<file path="src/rtl/sine_table_loader.sv">
// sine_table_loader: port-0 writer for the NCO's 256x16 dual-port sine RAM.
// Assembles little-endian 16-bit samples from a valid/ready byte stream and
// writes them to consecutive RAM addresses starting at 0. The NCO keeps
// reading port 1 while the table is reloaded.
// Optional feature: define LOADER_CHECKSUM_EN to expect one trailing
// checksum byte (modulo-256 sum of all data bytes) and report a mismatch on o_err.

module sine_table_loader #(
    parameter int WORDS = 256
) (
    input  logic        i_clk,
    input  logic        i_rst,
    input  logic        i_start,
    input  logic        i_abort,
    input  logic [7:0]  i_byte_in,
    input  logic        i_byte_valid,
    output logic        o_byte_ready,
    output logic        o_csb0,
    output logic [7:0]  o_addr0,
    output logic [15:0] o_din0,
    output logic        o_busy,
    output logic        o_done,
    output logic        o_err
);

    localparam logic [7:0] LAST_ADDR = 8'(WORDS - 1);

    typedef enum logic [2:0] {
        ST_IDLE = 3'd0,
        ST_LO   = 3'd1,
        ST_HI   = 3'd2,
        ST_WR   = 3'd3,
`ifdef LOADER_CHECKSUM_EN
        ST_CHK  = 3'd4,
`endif
        ST_DONE = 3'd5
    } state_t;

    state_t      r_state;
    state_t      w_state_next;
    logic [7:0]  r_addr0;
    logic [7:0]  w_addr_next;
    logic [15:0] r_din0;
    logic [15:0] w_din_next;
    logic        r_byte_ready;
    logic        w_ready_next;
    logic        r_csb0;
    logic        r_busy;
    logic        r_done;
    logic        w_accept;
    logic        w_active;
`ifdef LOADER_CHECKSUM_EN
    logic [7:0]  r_sum;
    logic [7:0]  w_sum_next;
    logic        r_err;
    logic        w_err_next;
`endif

    assign w_accept = i_byte_valid & r_byte_ready;
    assign w_active = (r_state != ST_IDLE) && (r_state != ST_DONE);

    // Next state and next datapath values for the load sequence.
    always_comb begin
        // NOTE: every target gets a default before any branch, so no path can
        // leave one unassigned and infer a latch.
        w_state_next = r_state;
        w_addr_next  = r_addr0;
        w_din_next   = r_din0;
`ifdef LOADER_CHECKSUM_EN
        w_sum_next   = r_sum;
        w_err_next   = r_err;
`endif
        case (r_state)
            ST_IDLE, ST_DONE: begin
                if (i_start) begin
                    w_state_next = ST_LO;
                    w_addr_next  = 8'd0;
`ifdef LOADER_CHECKSUM_EN
                    w_sum_next   = 8'd0;
                    w_err_next   = 1'b0;
`endif
                end
            end
            ST_LO: begin
                if (w_accept) begin
                    w_din_next[7:0] = i_byte_in;
                    w_state_next    = ST_HI;
`ifdef LOADER_CHECKSUM_EN
                    w_sum_next      = r_sum + i_byte_in;
`endif
                end
            end
            ST_HI: begin
                if (w_accept) begin
                    w_din_next[15:8] = i_byte_in;
                    w_state_next     = ST_WR;
`ifdef LOADER_CHECKSUM_EN
                    w_sum_next       = r_sum + i_byte_in;
`endif
                end
            end
            ST_WR: begin
                // The last address holds (no wrap past 255) until the next start.
                if (r_addr0 == LAST_ADDR) begin
`ifdef LOADER_CHECKSUM_EN
                    w_state_next = ST_CHK;
`else
                    w_state_next = ST_DONE;
`endif
                end else begin
                    w_addr_next  = r_addr0 + 8'd1;
                    w_state_next = ST_LO;
                end
            end
`ifdef LOADER_CHECKSUM_EN
            ST_CHK: begin
                if (w_accept) begin
                    w_err_next   = (i_byte_in != r_sum);
                    w_state_next = ST_DONE;
                end
            end
`endif
            default: begin
                w_state_next = ST_IDLE;
            end
        endcase

        // Abort cancels any in-progress load; words already written stay in RAM.
        if (i_abort && w_active) begin
            w_state_next = ST_IDLE;
            w_addr_next  = 8'd0;
        end

        w_ready_next = (w_state_next == ST_LO) || (w_state_next == ST_HI);
`ifdef LOADER_CHECKSUM_EN
        if (w_state_next == ST_CHK) begin
            w_ready_next = 1'b1;
        end
`endif
    end

    // FSM state register.
    always_ff @(posedge i_clk) begin
        if (i_rst) begin
            r_state <= ST_IDLE;
        end else begin
            r_state <= w_state_next;
        end
    end

    // Datapath and output flops, decoded from the next state so every output is registered.
    always_ff @(posedge i_clk) begin
        // NOTE: non-blocking assignments so every flop samples pre-edge values.
        if (i_rst) begin
            r_addr0      <= 8'd0;
            r_din0       <= 16'd0;
            r_byte_ready <= 1'b0;
            r_csb0       <= 1'b1;
            r_busy       <= 1'b0;
            r_done       <= 1'b0;
`ifdef LOADER_CHECKSUM_EN
            r_sum        <= 8'd0;
            r_err        <= 1'b0;
`endif
        end else begin
            r_addr0      <= w_addr_next;
            r_din0       <= w_din_next;
            r_byte_ready <= w_ready_next;
            r_csb0       <= (w_state_next != ST_WR);
            r_busy       <= (w_state_next != ST_IDLE) && (w_state_next != ST_DONE);
            r_done       <= (w_state_next == ST_DONE);
`ifdef LOADER_CHECKSUM_EN
            r_sum        <= w_sum_next;
            r_err        <= w_err_next;
`endif
        end
    end

    // The RAM captures on the edge that ends the WR cycle, so abort or reset
    // raised during WR must mask the chip select within that same cycle.
    assign o_csb0       = r_csb0 | i_abort | i_rst;
    assign o_byte_ready = r_byte_ready;
    assign o_addr0      = r_addr0;
    assign o_din0       = r_din0;
    assign o_busy       = r_busy;
    assign o_done       = r_done;
`ifdef LOADER_CHECKSUM_EN
    assign o_err        = r_err;
`else
    assign o_err        = 1'b0;
`endif

endmodule
</file>
<file path="config.mk">
export PLATFORM = sky130hd
export DESIGN_NAME = sine_table_loader
export DESIGN_NICKNAME = d
export VERILOG_FILES = /design/src/rtl/sine_table_loader.sv
export SDC_FILE = /design/constraint.sdc
export NUM_CORES = 1
export LEC_CHECK = 0
export CORE_MARGIN = 4
export CORE_UTILIZATION = 45
export CTS_BUF_LIST = sky130_fd_sc_hd__clkbuf_2 sky130_fd_sc_hd__clkbuf_4 sky130_fd_sc_hd__clkbuf_8
export CTS_CLUSTER_SIZE = 40
export DETAILED_ROUTE_END_ITERATION = 7
export MAX_ROUTING_LAYER = met4
export PLACE_DENSITY = 0.86
export SLEW_MARGIN = 40
export SYNTH_ARGS = -nofsm -noshare
export SYNTH_HDL_FRONTEND = slang
export SYNTH_SLANG_ARGS = --single-unit
</file>
<file path="constraint.sdc">
create_clock -name i_clk -period 3.1 [get_ports i_clk]
set_clock_uncertainty 0.05 [all_clocks]
set_input_delay 0.62 -clock i_clk [delete_from_list [all_inputs] [get_ports i_clk]]
set_output_delay 0.62 -clock i_clk [all_outputs]
set_load 0.01 [all_outputs]
</file>
Yosys cells after proc, flatten, opt, wreduce, memory -nomap -nowiden
Cells that the tools add are included.
- output and inout bits: 29
- logic and storage cells: 47
- register bits after elaboration: 31
- input bits: 13
- eq/ne operators: 13
- bitwise gates (word level): 3
- reductions and logical operators: 13
- muxes and demuxes: 9
- add/subtract/negate cells: 1
- operators by type and width (operator ; number):
    two-way mux 8 bit ; 2
    case mux 8 bit (2 select lines) ; 1
    two-way mux 3 bit ; 5
    case mux 3 bit (4 select lines) ; 1
    == test 3 x 2 -> 1 bit, second input constant ; 3
    adder 8 x 1 -> 8 bit, second input constant ; 1
    == test 8 bit, second input constant ; 1
    == test 3 x 1 -> 1 bit, second input constant ; 2
    == test 3 bit, second input constant ; 2
    != test 3 bit, second input constant ; 2
    nonzero test 3 bit ; 2
    != test 2 bit, second input constant ; 2
    AND reduction 2 bit ; 2
    OR reduction 2 bit ; 2
    logical AND 1 bit ; 3
    logical NOT 3 bit ; 1
    != test 3 x 2 -> 1 bit, second input constant ; 1
    AND reduction 3 bit ; 1
    bitwise OR 1 bit ; 2
    nonzero test 2 bit ; 1
    AND 1 bit ; 1
    logical OR 1 bit ; 1

Longest topological paths before layout
- depth in word-level cells: 6
- depth in mapped cells: 6
- depth with buffers taken out: 5

Least setup slack after synthesis
OpenSTA, ideal clock, no wires.
- kind: input-to-output
- start: in i_rst
- end: out o_csb0
- slack: 1.277 ns
- buffers on the path: 1
- stages on the path: 2
- data required time: 2.430 ns
- data arrival time: 1.153 ns
- path through: clkbuf_1 > or3_1
- longest elaborated chain between the ends: 1
- RTL lines (what ; line ; text):
    start: declaration ; 12 ; input logic i_rst,
    bitwise OR 1 bit ; 181 ; assign o_csb0 = r_csb0 | i_abort | i_rst;
    end: declaration ; 18 ; output logic o_csb0,
No other way between the ends.

Worst setup path in the final report
- start: in i_abort
- end: out o_csb0
- longest elaborated chain between the ends: 2
- RTL lines (what ; line ; text):
    start: declaration ; 14 ; input logic i_abort,
    bitwise OR 1 bit (2 in a row) ; 181 ;
No other way between the ends.

==> out/results.ini <==
[synthesis]
syn_area_per_cell_sq_um=9.69
synth.mux.area_fraction_pct=13.1
syn-num-nets=164
synth_fa_ha_area_share_pct=0.861
synth_compound_area_share_pct=13.0
syn_area_sq_um=1450
synth_top_flop_cell=dfxtp_1
synth_top_family_by_area=simple AND/OR/NAND/NOR gates
ys_seq_area_share_pct=42.7
yosys.area_share.simple_pct=21.9
synth_edf_count=0
yosys-top-cells-area=dfxtp_1 (43%), mux2i_1 (13%), nor2_1 (5.9%), buf_6 (3.9%), a21oi_1 (2.1%)
synth_xor_area_share_pct=1.12
syn_inst=150
synth_top_area_share_pct=42.7
synth_warnings=0
ys_async_sr_fraction_pct=0
ys_ff_latch=31
yosys.area.top_type=dfxtp_1
synth_cell_types=42

[worst_setup_path]
worst_setup_path_end_kind=output port
ff2ff_setup_slack_ns=1.11
crit_path_end=o_csb0
cp_max_fo=4
rr_worst_depth=4
r2r_start=r_state[2]
crit_type=in -> out
crit_path_start=i_abort
cp-start-kind=input pin
reg2reg_to=o_addr0[5]
crit_required_ns=2.43
critPathArrivalTime_ns=1.93

[pwr]
powerDensity_nw_per_um2=384
leakage_nw=0.633
worst_ir_drop_vdd_mv=0.258
total_power_w=0.000731

[global_routing]
grtUsageTotal_pct=16.7
grt_pass1_vias=1239
grt-ovfl-total=0
antenna_found_initial=0
grt_pass1_wl_um=5320
grt_max_degree=21

[timing]
worst_slew_pin_slew_ns=0.763
finalHoldViolCount=0
max_freq_ghz=0.385
grt_setup_unrepaired=no
fin_crit_sh_pct=83.9
fin_setup_tns_ns=0
drv_slew=0
hold_slack_ns=0.453
finalSetupViolCount=0
period_minus_slack_ns=2.60
fin_ws_ns=0.499
max-slew-margin-rel_pct=49.2

[cts]
cts_made_buffers=5
cts_tree=done
cts_setup_buffers=0
clock_latency_ns=0.32
ctsHoldBuffers=0
ctsResizeCount=0
cts_buffer_depth=2
path_clk_slew_ns=0.09
htreeDepth=2
cts-root-buf=clkbuf_4
clock_sinks=31

[outcome]
status=completed

[finish]
final_common_cell=clkdlybuf4s50_1
n_antenna_cell=0
drive_gt1_share_pct=10.5
seqCellArea_sq_um=621
multi_input_area_sq_um=731
areaGrowthSynthToFinish_pct=31.1
most-common-layout-cells=clkdlybuf4s50_1 (40), dfxtp_1 (31), nor2_1 (23)
final_nets=204
fill_cells=272

[route]
dr.pass1.iters=4
viasPerCell=5.27
wl_per_cell_um=13.3
vias=1239
drc_errors=0
drt_iter0_markers=83
wl_um=3130
ant_nets=0

[die]
die_x_um=64.8
ios=42
core-area_sq_um=3080
dieArea_sq_um=4200
core.rowCount=20
die_y_um=64.8
start_util_pct=47.2

[placed_design]
place_worst_setup_slack_ns=0.499
dp_hpwl_um=2340
gp_congestion=0.881
port_buffers=40

[min_path]
hp-class=reg -> reg

[run]
drv_cap=0

## cells in the mapped netlist, types with 2 or more instances
cell type	count
or3_1	2
mux2i_1	19
dfxtp_1	31
buf_4	2
nor4_1	3
nand2b_1	2
inv_2	2
o21bai_1	4
o21ai_0	6
o31ai_1	3
nor2_1	23
buf_6	5
inv_1	3
clkbuf_1	2
a2111oi_0	2
nand3_1	3
a21oi_1	6
nand2_1	3
or4_1	3
nor3_1	4
## flip-flops by register name (all words and copies together), names as in the netlist
| register | cells |
|---|---|
| o_addr0 | 8 |
| o_busy | 1 |
| o_byte_ready | 1 |
| o_din0 | 16 |
| o_done | 1 |
| r_csb0 | 1 |
| r_state | 3 |
## area by class of cell
type | instances | share of cell area, %
Inverter | 5 | 0.985
Multi-Input combinational cell | 104 | 38.3
Tap cell | 44 | 2.89
Sequential cell | 31 | 32.6
Clock buffer | 7 | 2.76
Timing Repair Buffer | 43 | 22.2
Clock inverter | 1 | 0.263
## through the flow
step | cells | area (sq um) | util (%)
2_1_floorplan | 150 | 1450 | -
3_3_place_gp | 227 | 1850 | 60.0
3_5_place_dp | 227 | 1850 | 60.0
4_1_cts | 235 | 1910 | 61.9
5_1_grt | 235 | 1910 | 61.9
6_report | 235 | 1910 | 61.9
## where the power goes
group / switching, W / internal (W) / leakage [nW]
Sequential: 0.00000933 / 0.000405 / 0.251
Clock: 0.000129 / 0.000106 / 0.0361
Combinational: 0.0000397 / 0.0000421 / 0.346
Total: 0.000178 / 0.000553 / 0.633
## kinds of logic (layout without fill, tap and decap cells)
logic type | count (synthesis) | count (layout)
other | 1 | 1
AOI/OAI and AO/OA | 28 | 28
adders and majority gates | 1 | 1
muxes | 19 | 19
buffers and inverters | 15 | 56
DFF | 31 | 31
and+or+nand+nor | 54 | 54
xor gates and xnor gates | 1 | 1
## critical path, stage by stage
cell             delay (ns)
clkdlybuf4s50_1        0.45
or3_1                  0.38
clkdlybuf4s50_1        0.48
## worst min-delay path by stage
stage | startpoint | to | cells after the start
floorplan | o_addr0[7] | o_addr0[7] | 2
global placement | o_din0[12] | o_din0[12] | 2
detailed placement | o_din0[8] | o_din0[8] | 2
CTS | o_din0[12] | o_din0[12] | 2
global route | o_din0[0] | o_din0[0] | 2
finish | o_din0[2] | o_din0[2] | 2
## metal layers
layer	part of all wire, %	vias to the layer above	track usage [%]
li1	-	617	-
met1	43	573	17.4
met2	50	45	28.9
met3	6.4	4	5.03
met4	0.80	0	7.65
met5	0	-	-
Power figures use the tool's default switching activity.
